[src/rtl/led_status_gen.sv]
// LED mode generator: turns per-channel link/activity/error status into
// sixteen registered 2-bit LED codes (00 off, 01 slow, 10 fast, 11 on).
module led_status_gen #(
  parameter int CLK_PERIOD_NS   = 10,
  parameter int SIM_TICK_CYCLES = 0,
  parameter int ACT_HOLD_MS     = 50,
  parameter int ERR_HOLD_MS     = 500
) (
  input  logic       clk,
  input  logic       rst,
  input  logic [7:0] link_up,
  input  logic [7:0] act_pulse,
  input  logic [7:0] err_pulse,
  input  logic [7:0] err_clr,
  input  logic       lamp_test,
  output logic [1:0] led0,
  output logic [1:0] led1,
  output logic [1:0] led2,
  output logic [1:0] led3,
  output logic [1:0] led4,
  output logic [1:0] led5,
  output logic [1:0] led6,
  output logic [1:0] led7,
  output logic [1:0] led8,
  output logic [1:0] led9,
  output logic [1:0] led10,
  output logic [1:0] led11,
  output logic [1:0] led12,
  output logic [1:0] led13,
  output logic [1:0] led14,
  output logic [1:0] led15
);

  localparam int TICK_N = (SIM_TICK_CYCLES != 0) ? SIM_TICK_CYCLES
                                                 : (1000000 / CLK_PERIOD_NS);
  localparam int PW = (TICK_N > 1) ? $clog2(TICK_N) : 1;
  localparam int AW = $clog2(ACT_HOLD_MS + 1);
  localparam int EW = $clog2(ERR_HOLD_MS + 1);

  localparam logic [PW-1:0] PRE_LAST = PW'(TICK_N - 1);
  localparam logic [AW-1:0] ACT_LOAD = AW'(ACT_HOLD_MS);
  localparam logic [EW-1:0] ERR_LOAD = EW'(ERR_HOLD_MS);

  localparam logic [1:0] LED_OFF  = 2'b00;
  localparam logic [1:0] LED_SLOW = 2'b01;
  localparam logic [1:0] LED_FAST = 2'b10;
  localparam logic [1:0] LED_ON   = 2'b11;

  // ---------------------------------------------------------------
  // 1 ms tick prescaler
  // ---------------------------------------------------------------
  logic [PW-1:0] pre_cnt;
  logic          tick;

  assign tick = (pre_cnt == PRE_LAST);

  always_ff @(posedge clk) begin
    if (rst) begin
      pre_cnt <= '0;
    end else if (tick) begin
      pre_cnt <= '0;
    end else begin
      pre_cnt <= pre_cnt + 1'b1;
    end
  end

  // ---------------------------------------------------------------
  // Per-channel hold counters, sticky error flags, link register
  // ---------------------------------------------------------------
  logic [AW-1:0] act_cnt [8];
  logic [AW-1:0] act_nxt [8];
  logic [EW-1:0] err_cnt [8];
  logic [EW-1:0] err_nxt [8];
  logic [7:0]    sticky;
  logic [7:0]    sticky_nxt;
  logic [7:0]    link_q;

  // A pulse reloads the counter even on a tick edge, so a pulse never
  // loses a tick of hold time to an unlucky alignment.
  always_comb begin
    for (int i = 0; i < 8; i++) begin
      act_nxt[i] = act_cnt[i];
      err_nxt[i] = err_cnt[i];
      if (act_pulse[i]) begin
        act_nxt[i] = ACT_LOAD;
      end else if (tick && (act_cnt[i] != '0)) begin
        act_nxt[i] = act_cnt[i] - 1'b1;
      end
      if (err_pulse[i]) begin
        err_nxt[i] = ERR_LOAD;
      end else if (tick && (err_cnt[i] != '0)) begin
        err_nxt[i] = err_cnt[i] - 1'b1;
      end
    end
  end

  // Set wins over clear when both strobes land together.
  always_comb begin
    sticky_nxt = (sticky & ~err_clr) | err_pulse;
  end

  always_ff @(posedge clk) begin
    if (rst) begin
      for (int i = 0; i < 8; i++) begin
        act_cnt[i] <= '0;
        err_cnt[i] <= '0;
      end
      sticky <= '0;
      link_q <= '0;
    end else begin
      for (int i = 0; i < 8; i++) begin
        act_cnt[i] <= act_nxt[i];
        err_cnt[i] <= err_nxt[i];
      end
      sticky <= sticky_nxt;
      link_q <= link_up;
    end
  end

  // ---------------------------------------------------------------
  // Output code register; lamp test overrides without disturbing state
  // ---------------------------------------------------------------
  logic [1:0] led_q   [16];
  logic [1:0] led_nxt [16];

  always_comb begin
    for (int i = 0; i < 8; i++) begin
      if (!link_q[i]) begin
        led_nxt[2*i] = LED_OFF;
      end else if (act_cnt[i] != '0) begin
        led_nxt[2*i] = LED_FAST;
      end else begin
        led_nxt[2*i] = LED_ON;
      end
      if (err_cnt[i] != '0) begin
        led_nxt[2*i+1] = LED_FAST;
      end else if (sticky[i]) begin
        led_nxt[2*i+1] = LED_SLOW;
      end else begin
        led_nxt[2*i+1] = LED_OFF;
      end
    end
    if (lamp_test) begin
      for (int i = 0; i < 16; i++) begin
        led_nxt[i] = LED_ON;
      end
    end
  end

  always_ff @(posedge clk) begin
    if (rst) begin
      for (int i = 0; i < 16; i++) begin
        led_q[i] <= LED_OFF;
      end
    end else begin
      for (int i = 0; i < 16; i++) begin
        led_q[i] <= led_nxt[i];
      end
    end
  end

  assign led0  = led_q[0];
  assign led1  = led_q[1];
  assign led2  = led_q[2];
  assign led3  = led_q[3];
  assign led4  = led_q[4];
  assign led5  = led_q[5];
  assign led6  = led_q[6];
  assign led7  = led_q[7];
  assign led8  = led_q[8];
  assign led9  = led_q[9];
  assign led10 = led_q[10];
  assign led11 = led_q[11];
  assign led12 = led_q[12];
  assign led13 = led_q[13];
  assign led14 = led_q[14];
  assign led15 = led_q[15];

endmodule

[config.mk]
export PLATFORM = sky130hd
export DESIGN_NAME = led_status_gen
export DESIGN_NICKNAME = d
export VERILOG_FILES = /design/src/rtl/led_status_gen.sv
export SDC_FILE = /design/constraint.sdc
export NUM_CORES = 1
export LEC_CHECK = 0
export BUFFER_PORTS_ARGS = -buffer_cell sky130_fd_sc_hd__buf_4
export CAP_MARGIN = 10
export CORE_ASPECT_RATIO = 0.9
export CORE_MARGIN = 5
export CORE_UTILIZATION = 60
export DETAILED_ROUTE_END_ITERATION = 8
export PLACE_DENSITY_LB_ADDON = 0.25
export RECOVER_POWER = 50
export SLEW_MARGIN = 15
export SYNTH_ARGS = -nofsm -noshare
export SYNTH_HDL_FRONTEND = slang
export SYNTH_SLANG_ARGS = --single-unit
[constraint.sdc]
create_clock -name clk -period 2.3 [get_ports clk]
set_clock_uncertainty 0.05 [all_clocks]
set_input_delay 0.345 -clock clk [delete_from_list [all_inputs] [get_ports clk]]
set_output_delay 0.345 -clock clk [all_outputs]
set_load 0.01 [all_outputs]
After elaboration in Yosys (flattened, before gate mapping)
Memories as Yosys holds them, arrays and structs flattened.
Cells that the tools add are included.
{ "word_totals": {"ff_bits": 33, "ramBits": 152, "word_cells": 192, "mem_count": 3} }
{ "memory_table": {"columns": ["name", "words", "word_bits", "rd", "rd_ports_with_merged_regs", "write_ports", "line", "text"], "rows": [
  ["err_cnt", 8, 9, 8, 0, 8, "72", "logic [EW-1:0] err_cnt [8];"],
  ["act_cnt", 8, 6, 8, 0, 8, "70", "logic [AW-1:0] act_cnt [8];"],
  ["led_q", 16, 2, 16, 0, 16, "123", "logic [1:0] led_q [16];"]
]} }
{ "classes": {"addsub": 17, "eq_ne": 1, "mux": 100, "bitwise": 35, "n_reduce_logical": 33} }
{ "op_table": {"columns": ["cell", "n"], "rows": [
  ["2-to-1 mux 9 bit", 24],
  ["2-to-1 mux 6 bit", 24],
  ["nonzero test 9 bit", 8],
  ["subtractor 9 x 1 -> 9 bit (second input constant)", 8],
  ["2-to-1 mux 2 bit", 32],
  ["nonzero test 6 bit", 8],
  ["subtractor 6 x 1 -> 6 bit (second input constant)", 8],
  ["2-to-1 mux 32 bit", 1],
  ["OR 1 bit", 32],
  ["2-to-1 mux 1 bit", 19],
  ["adder 17 x 1 -> 17 bit (second input constant)", 1],
  ["equality test 17 bit (second input constant)", 1],
  ["logical AND 1 bit", 16],
  ["bitwise AND 8 bit", 1],
  ["NOT 8 bit", 1],
  ["OR 8 bit", 1],
  ["OR reduction 2 bit", 1]
]} }

Logic depth before layout (Yosys ltp)
Gate-level depths: netlist of the first run.
An unclocked memory read counts as a cell.
{ "logic_depth": {"ltp_word": 6, "mapped_depth": 9, "depth_no_buf": 6} }

Least setup slack after synthesis of the first run
OpenSTA, ideal clock, no wires.
{ "synth_path": {"kind": "flip-flop to flip-flop", "start": "memory err_cnt[0][27] in the netlist's numbering", "end": "memory err_cnt[0][32] in the netlist's numbering", "setup_time_ns": 0.132, "arrival_time_ns": 1.856, "required_time_ns": 2.118, "setup_slack_ns": 0.263, "path_stages_with_launch": 7, "path_buffers": 0, "synth_period_minus_slack_ns": 2.037, "path_cell_list": "dfxtp_1 inv_1 ha_1 or4b_4 or4_4 a311oi_1 nor3_1"} }
{ "synth_lines": {"columns": ["element", "line"], "rows": [
  ["start, declared", "72"]
]} }

==> reports/results.ini, run 1 <==
[status]
outcome=finished clean

[synthesis]
syn-num-nets=1074
avgSynthCellArea_um2=8.699
ys_warn_count=0
syn-cell-area_um2=8838
synth.area.top_cells=dfxtp_1 42%, a21oi_1 4.6%, ha_1 3.3%
synthCells=1016
synth_cell_types=55
synthTopCellsByCount=185 x dfxtp_1, 82 x a21oi_1, 73 x nor2_1
synth_top_area_frac=0.4190
ys.flop_type=dfxtp_1
synth_edf_count=0
synth_most_common_cell=dfxtp_1
synthArstFlopShare=0
synth_seq_cells=185
ys_seq_area_frac=0.4190
synth_top_cell_by_area=dfxtp_1

[min_path]
min_from=link_up[3]
holdPathEnd=link_q[3]
hold_class=in2reg
whs_path_depth=2

[clock_network]
numCtsBuffers=17
cts-root-buf=clkbuf_16
htree_num_levels=4
cts_hold_buf=0
clk_latency_ps=430
path_clk_slew_ps=70
clock_sinks=185
cts_tree=done
ctsLongestPathBuffers=2

[route]
drt_iter0_markers=566
drt-wirelength-per-cell_um=16.32
via_per_inst=6.237
route.detailed.drc=0
vias=7921
wirelength_um=20730
drt_first_pass_iters=7
antenna_left=0

[sta]
min_period_over_period=0.9516
whs_ps=74.87
tightest_slew_ps=1460
period_minus_slack_ps=2189
tns_ps=0
setup_viol=0
drv_slew=0
clock.fmax_mhz=456.9
relSlewSlack=0.02634
final_hold_viol_count=0
rsz0062_at_grt=no
setup_ws_ps=111.4

[critical_path]
cp.arrival_ps=2490
crit_family=simple AND/OR/NAND/NOR gates
critPathKind=reg2reg
cpPeakStageDelay_ps=550
crit_fanout=84
critPathBufInv=1
required_ps=2600
r2r-start=pre_cnt[0]
cpMaxStageDelayCell=or4_1
reg2reg_slack_ps=110
r2r-end=err_cnt[0][16]
cp_cell_sequence=ha_1, and4_1, nand4_4, buf_12, or4_1, a31oi_1
worst_setup_path_start_kind=flop
end_kind=flop
r2r_cells=6

[finish]
final_layout_size_suffix_gt1_frac=0.1035
antennaDiodeCount=0
final.fill_count=1262
nets=1120
area_growth_pct=12.94
fin_util=0.6857

[floorplanning]
placementRows=42
die_area_um2=17260
coreArea_um2=14560
pin_count=67
start_util=0.6072
fp.dieH_um=125.1
die_x_um=137.9

[placement]
gp_congestion=0.8639
dpl.hpwl_um=13480
portBuffers=66
place_ws_ps=144.3

[global_routing]
grtUsageTotal=0.2423
antenna_found_initial=0
grt_pass1_wl_um=34400
grt_pass1_vias=7264
grt_overflow=0
grt_max_degree=85

[power_and_ir_drop]
p_per_area_nw_per_um2=732.3
ir_drop_v=0.0005716
report.power.total_mw=7.310
leakagePower_nw=3.564

[run]
maxCapViolCount=0

## state kept, by name (all words and copies together), names as in the netlist
register and cells:
pre_cnt 17, led_q 32, sticky 8, link_q 8
act_cnt 48, err_cnt 72
## worst max-delay path by stage
stage / startpoint / end / slack (ps) / cells after the start
finish: pre_cnt[0] / err_cnt[0][16] / 110 / 6
global route: err_cnt[0][27] / err_cnt[0][33] / 10 / 6
CTS: pre_cnt[0] / err_cnt[0][16] / 120 / 6
detailed placement: err_cnt[0][27] / err_cnt[0][33] / 140 / 6
global placement: err_cnt[0][27] / err_cnt[0][33] / 190 / 6
floorplan: err_cnt[0][27] / err_cnt[0][32] / 260 / 6
## report_power, final
part           internal, mW  switching, mW  leakage (nW)
logic                 0.292          0.410          1.74
clock network          1.94           1.20         0.299
registers              3.35          0.117          1.53
total                  5.59           1.72          3.56
## through the flow
stage / cells / instance area (µm²)
floorplan: 1016 / 8838
global placement: 1241 / 9490
detailed placement: 1241 / 9490
CTS: 1270 / 10110
global route: 1270 / 9982
finish: 1270 / 9982
## placed cells by master (no fill, tap or decap), drive strengths merged, types with 3 or more instances in the layout
cell	synthesis	final
and2	3	3
and4	8	8
o21ai	38	38
or3	44	44
a21oi	82	82
nor4b	19	19
nand4b	18	18
nand4	17	17
nor3b	27	27
or4b	3	3
bufinv	0	5
a21boi	11	11
and3	6	6
clkbuf	41	58
buf	21	53
ha	23	23
inv	50	50
or2	11	11
o41ai	4	4
o31ai	18	18
or3b	9	9
xor2	12	12
a311o	4	4
a2111oi	5	5
and4b	3	3
or4	29	29
nor3	43	43
nand3	26	26
nor4	38	38
nor2b	21	21
nand2b	9	9
o31a	6	6
a311oi	31	31
a211oi	23	23
dfxtp	185	185
nand2	47	47
nor2	73	73
## what timing repair did
| action | 4_1_cts | 5_1_grt |
|---|---|---|
| resized for setup | 0 | 1 |
| setup endpoints to repair | 0 | 1 |
| setup buffers | 0 | 0 |
## cell families (layout without fill, tap and decap cells)
kind of cell,after synthesis,in the layout,share of synthesized area
XOR/XNOR,13,13,0.01288
AO/OA/AOI/OAI,226,226,0.1665
buffers and inverters,113,169,0.05776
flip-flops,185,185,0.4190
AND/OR/NAND/NOR,456,456,0.3113
adder cells (fa/ha/maj),23,23,0.03256
## layout make-up
class | instances | area (µm²) | area share
Sequential cell | 185 | 3704 | 0.3710
Clock buffer | 21 | 450.4 | 0.04512
Clock inverter | 8 | 171.4 | 0.01717
Tap cell | 198 | 247.7 | 0.02482
Inverter | 50 | 187.7 | 0.01880
Timing Repair Buffer | 90 | 589.3 | 0.05904
Multi-Input combinational cell | 718 | 4632 | 0.4640
## metal layers
layer,share of wire,vias up,track usage
li1,-,3896,-
met1,0.46,3803,0.3368
met2,0.47,198,0.3777
met3,0.053,24,0.05622
met4,0.013,0,0.06915
met5,0,-,0
No activity file was read; power rests on OpenSTA's default activity.
==> run 2, diff against run 1 <==
- CORE_MARGIN: 5 -> not set
==> run 2 against run 1 <==
  * Register-to-register slack lost 20 ps
  * Largest power group unchanged
  * Largest cell class unchanged
  * Sequential share of layout area up 0.19 points
  * Die area down 12%
  * Combinational power is 2% lower
  * Highest routed layer unchanged
==> reports/results.ini, run 2 (synthesis results as in run 1) <==
[power_and_ir_drop]
leakagePower_nw=3.524
p_int_mw=5.372
report.power.total_mw=7.214
comb_power_share=0.096
p_sw_frac=0.2553
p_per_area_nw_per_um2=726.4
p_switching_mw=1.842
seq_power_share=0.480
p_clk_frac=0.424
ir_drop_v=0.0005739

[critical_path]
required_ps=2560
reg2reg_slack_ps=90
critPathBufInv=1
r2r-start=err_cnt[0][27]
end_kind=flop
cp.arrival_ps=2460
cpPeakStageDelay_ps=550
critPathKind=reg2reg
cpMaxStageDelayCell=or4_4
crit_family=simple AND/OR/NAND/NOR gates
cp_cell_sequence=inv_1, ha_1, or4b_4, or4_4, a311oi_2, a311oi_1
startpoint=err_cnt[0][27]
worst_setup_path_start_kind=flop
crit_fanout=5

[clock_network]
cts_tree=done
cts-root-buf=clkbuf_16
clock_sinks=185
htree_num_levels=4
cts-resized-gates=0
clk_latency_ps=440
cts_hold_buf=0
ctsLongestPathBuffers=2
path_clk_slew_ps=70
post_cts_buffers=0
numCtsBuffers=17

[sta]
clock.fmax_mhz=453.3
setup_ws_ps=94.03
period_minus_slack_ps=2206
final_hold_viol_count=0
whs_ps=58.34
drv_slew=0
min_period_over_period=0.9591
tightest_slew_ps=534.4
setup_viol=0
relSlewSlack=0.6430

[route]
drt_first_pass_iters=5
route.detailed.drc=0
antenna_left=0
drt-wirelength-per-cell_um=15.56
wirelength_um=19670
via_per_inst=6.127
vias=7745
drt_iter0_markers=547

[placement]
placed_area_um2=9454
portBuffers=66
place_ws_ps=133.7
gp_congestion=0.8319
dp_cells=1232
dpl.hpwl_um=12300

[floorplanning]
placementRows=41
fp.dieH_um=117.1
pin_count=67
coreArea_um2=14210
start_util=0.6220
die_area_um2=15220
die_x_um=129.9

[min_path]
hold_class=in2reg
min_from=link_up[2]

[status]
outcome=finished clean

[finish]
fin_cells=1264
nets=1116
antennaDiodeCount=0
largest_reg_flops=72
stdcell_area_um2=9932
final_layout_size_suffix_gt1_frac=0.1046
top_register=err_cnt
reg_top3=err_cnt (72), act_cnt (48), led_q (32)
area_growth_pct=12.37
layout_commonest_cell=dfxtp_1
final_cell_mix=185 x dfxtp_1, 82 x a21oi_1, 73 x nor2_1

[global_routing]
grt_max_degree=114
antenna_found_initial=0
grt_overflow=0
grt_pass1_vias=6881
grtUsageTotal=0.2641
grt_pass1_wl_um=31970

[run]
maxCapViolCount=0

run 2: power groups by stage:
stage               logic, mW  registers, mW  clock network, mW
detailed placement      0.714           3.53                  0
floorplan               0.472           3.53                  0
global route            0.775           3.49               3.24
CTS                     0.718           3.46               3.10
finish                  0.690           3.47               3.06
global placement        0.698           3.53                  0
run 2: layout make-up:
type	count	area [µm²]
fillers	1130	4278
inverters	50	187.7
flip-flops and latches	185	3704
clock inverters	15	187.7
clock buffers	17	425.4
multi-input cells	718	4629
repair buffers	86	556.8
well taps	193	241.5
run 2: metal layers:
layer  vias to the layer above  routed length [µm]  global-route usage
met5                         -                   0                   0
met4                         0                 255             0.07132
met3                        23                 790             0.06227
met2                       148                9222              0.4428
met1                      3674                9400              0.3421
li1                       3900                   -                   -
run 2: worst register-to-register path: cells and delay by family, from the launching register on:
kind,cells,cell delay (ps)
AND/OR/NAND/NOR,2,1070
AO/OA/AOI/OAI,2,350
flip-flops,1,320
adder cells (fa/ha/maj),1,200
buffers and inverters,1,70
run 2: worst paths after layout:
path | endpoint | cells past startpoint
worst max-delay path | err_cnt[0][33] | 6
worst min-delay path | link_q[2] | 2
worst max register to register | err_cnt[0][33] | 6
worst min register to register | led_q[1][13] | 2
run 2: metrics by stage:
step                  util  TNS (ps)
detailed placement  0.6653         0
floorplan                -         0
CTS                 0.7085         0
finish              0.6990         0
global placement    0.6653         0
global route        0.6990    -1.974
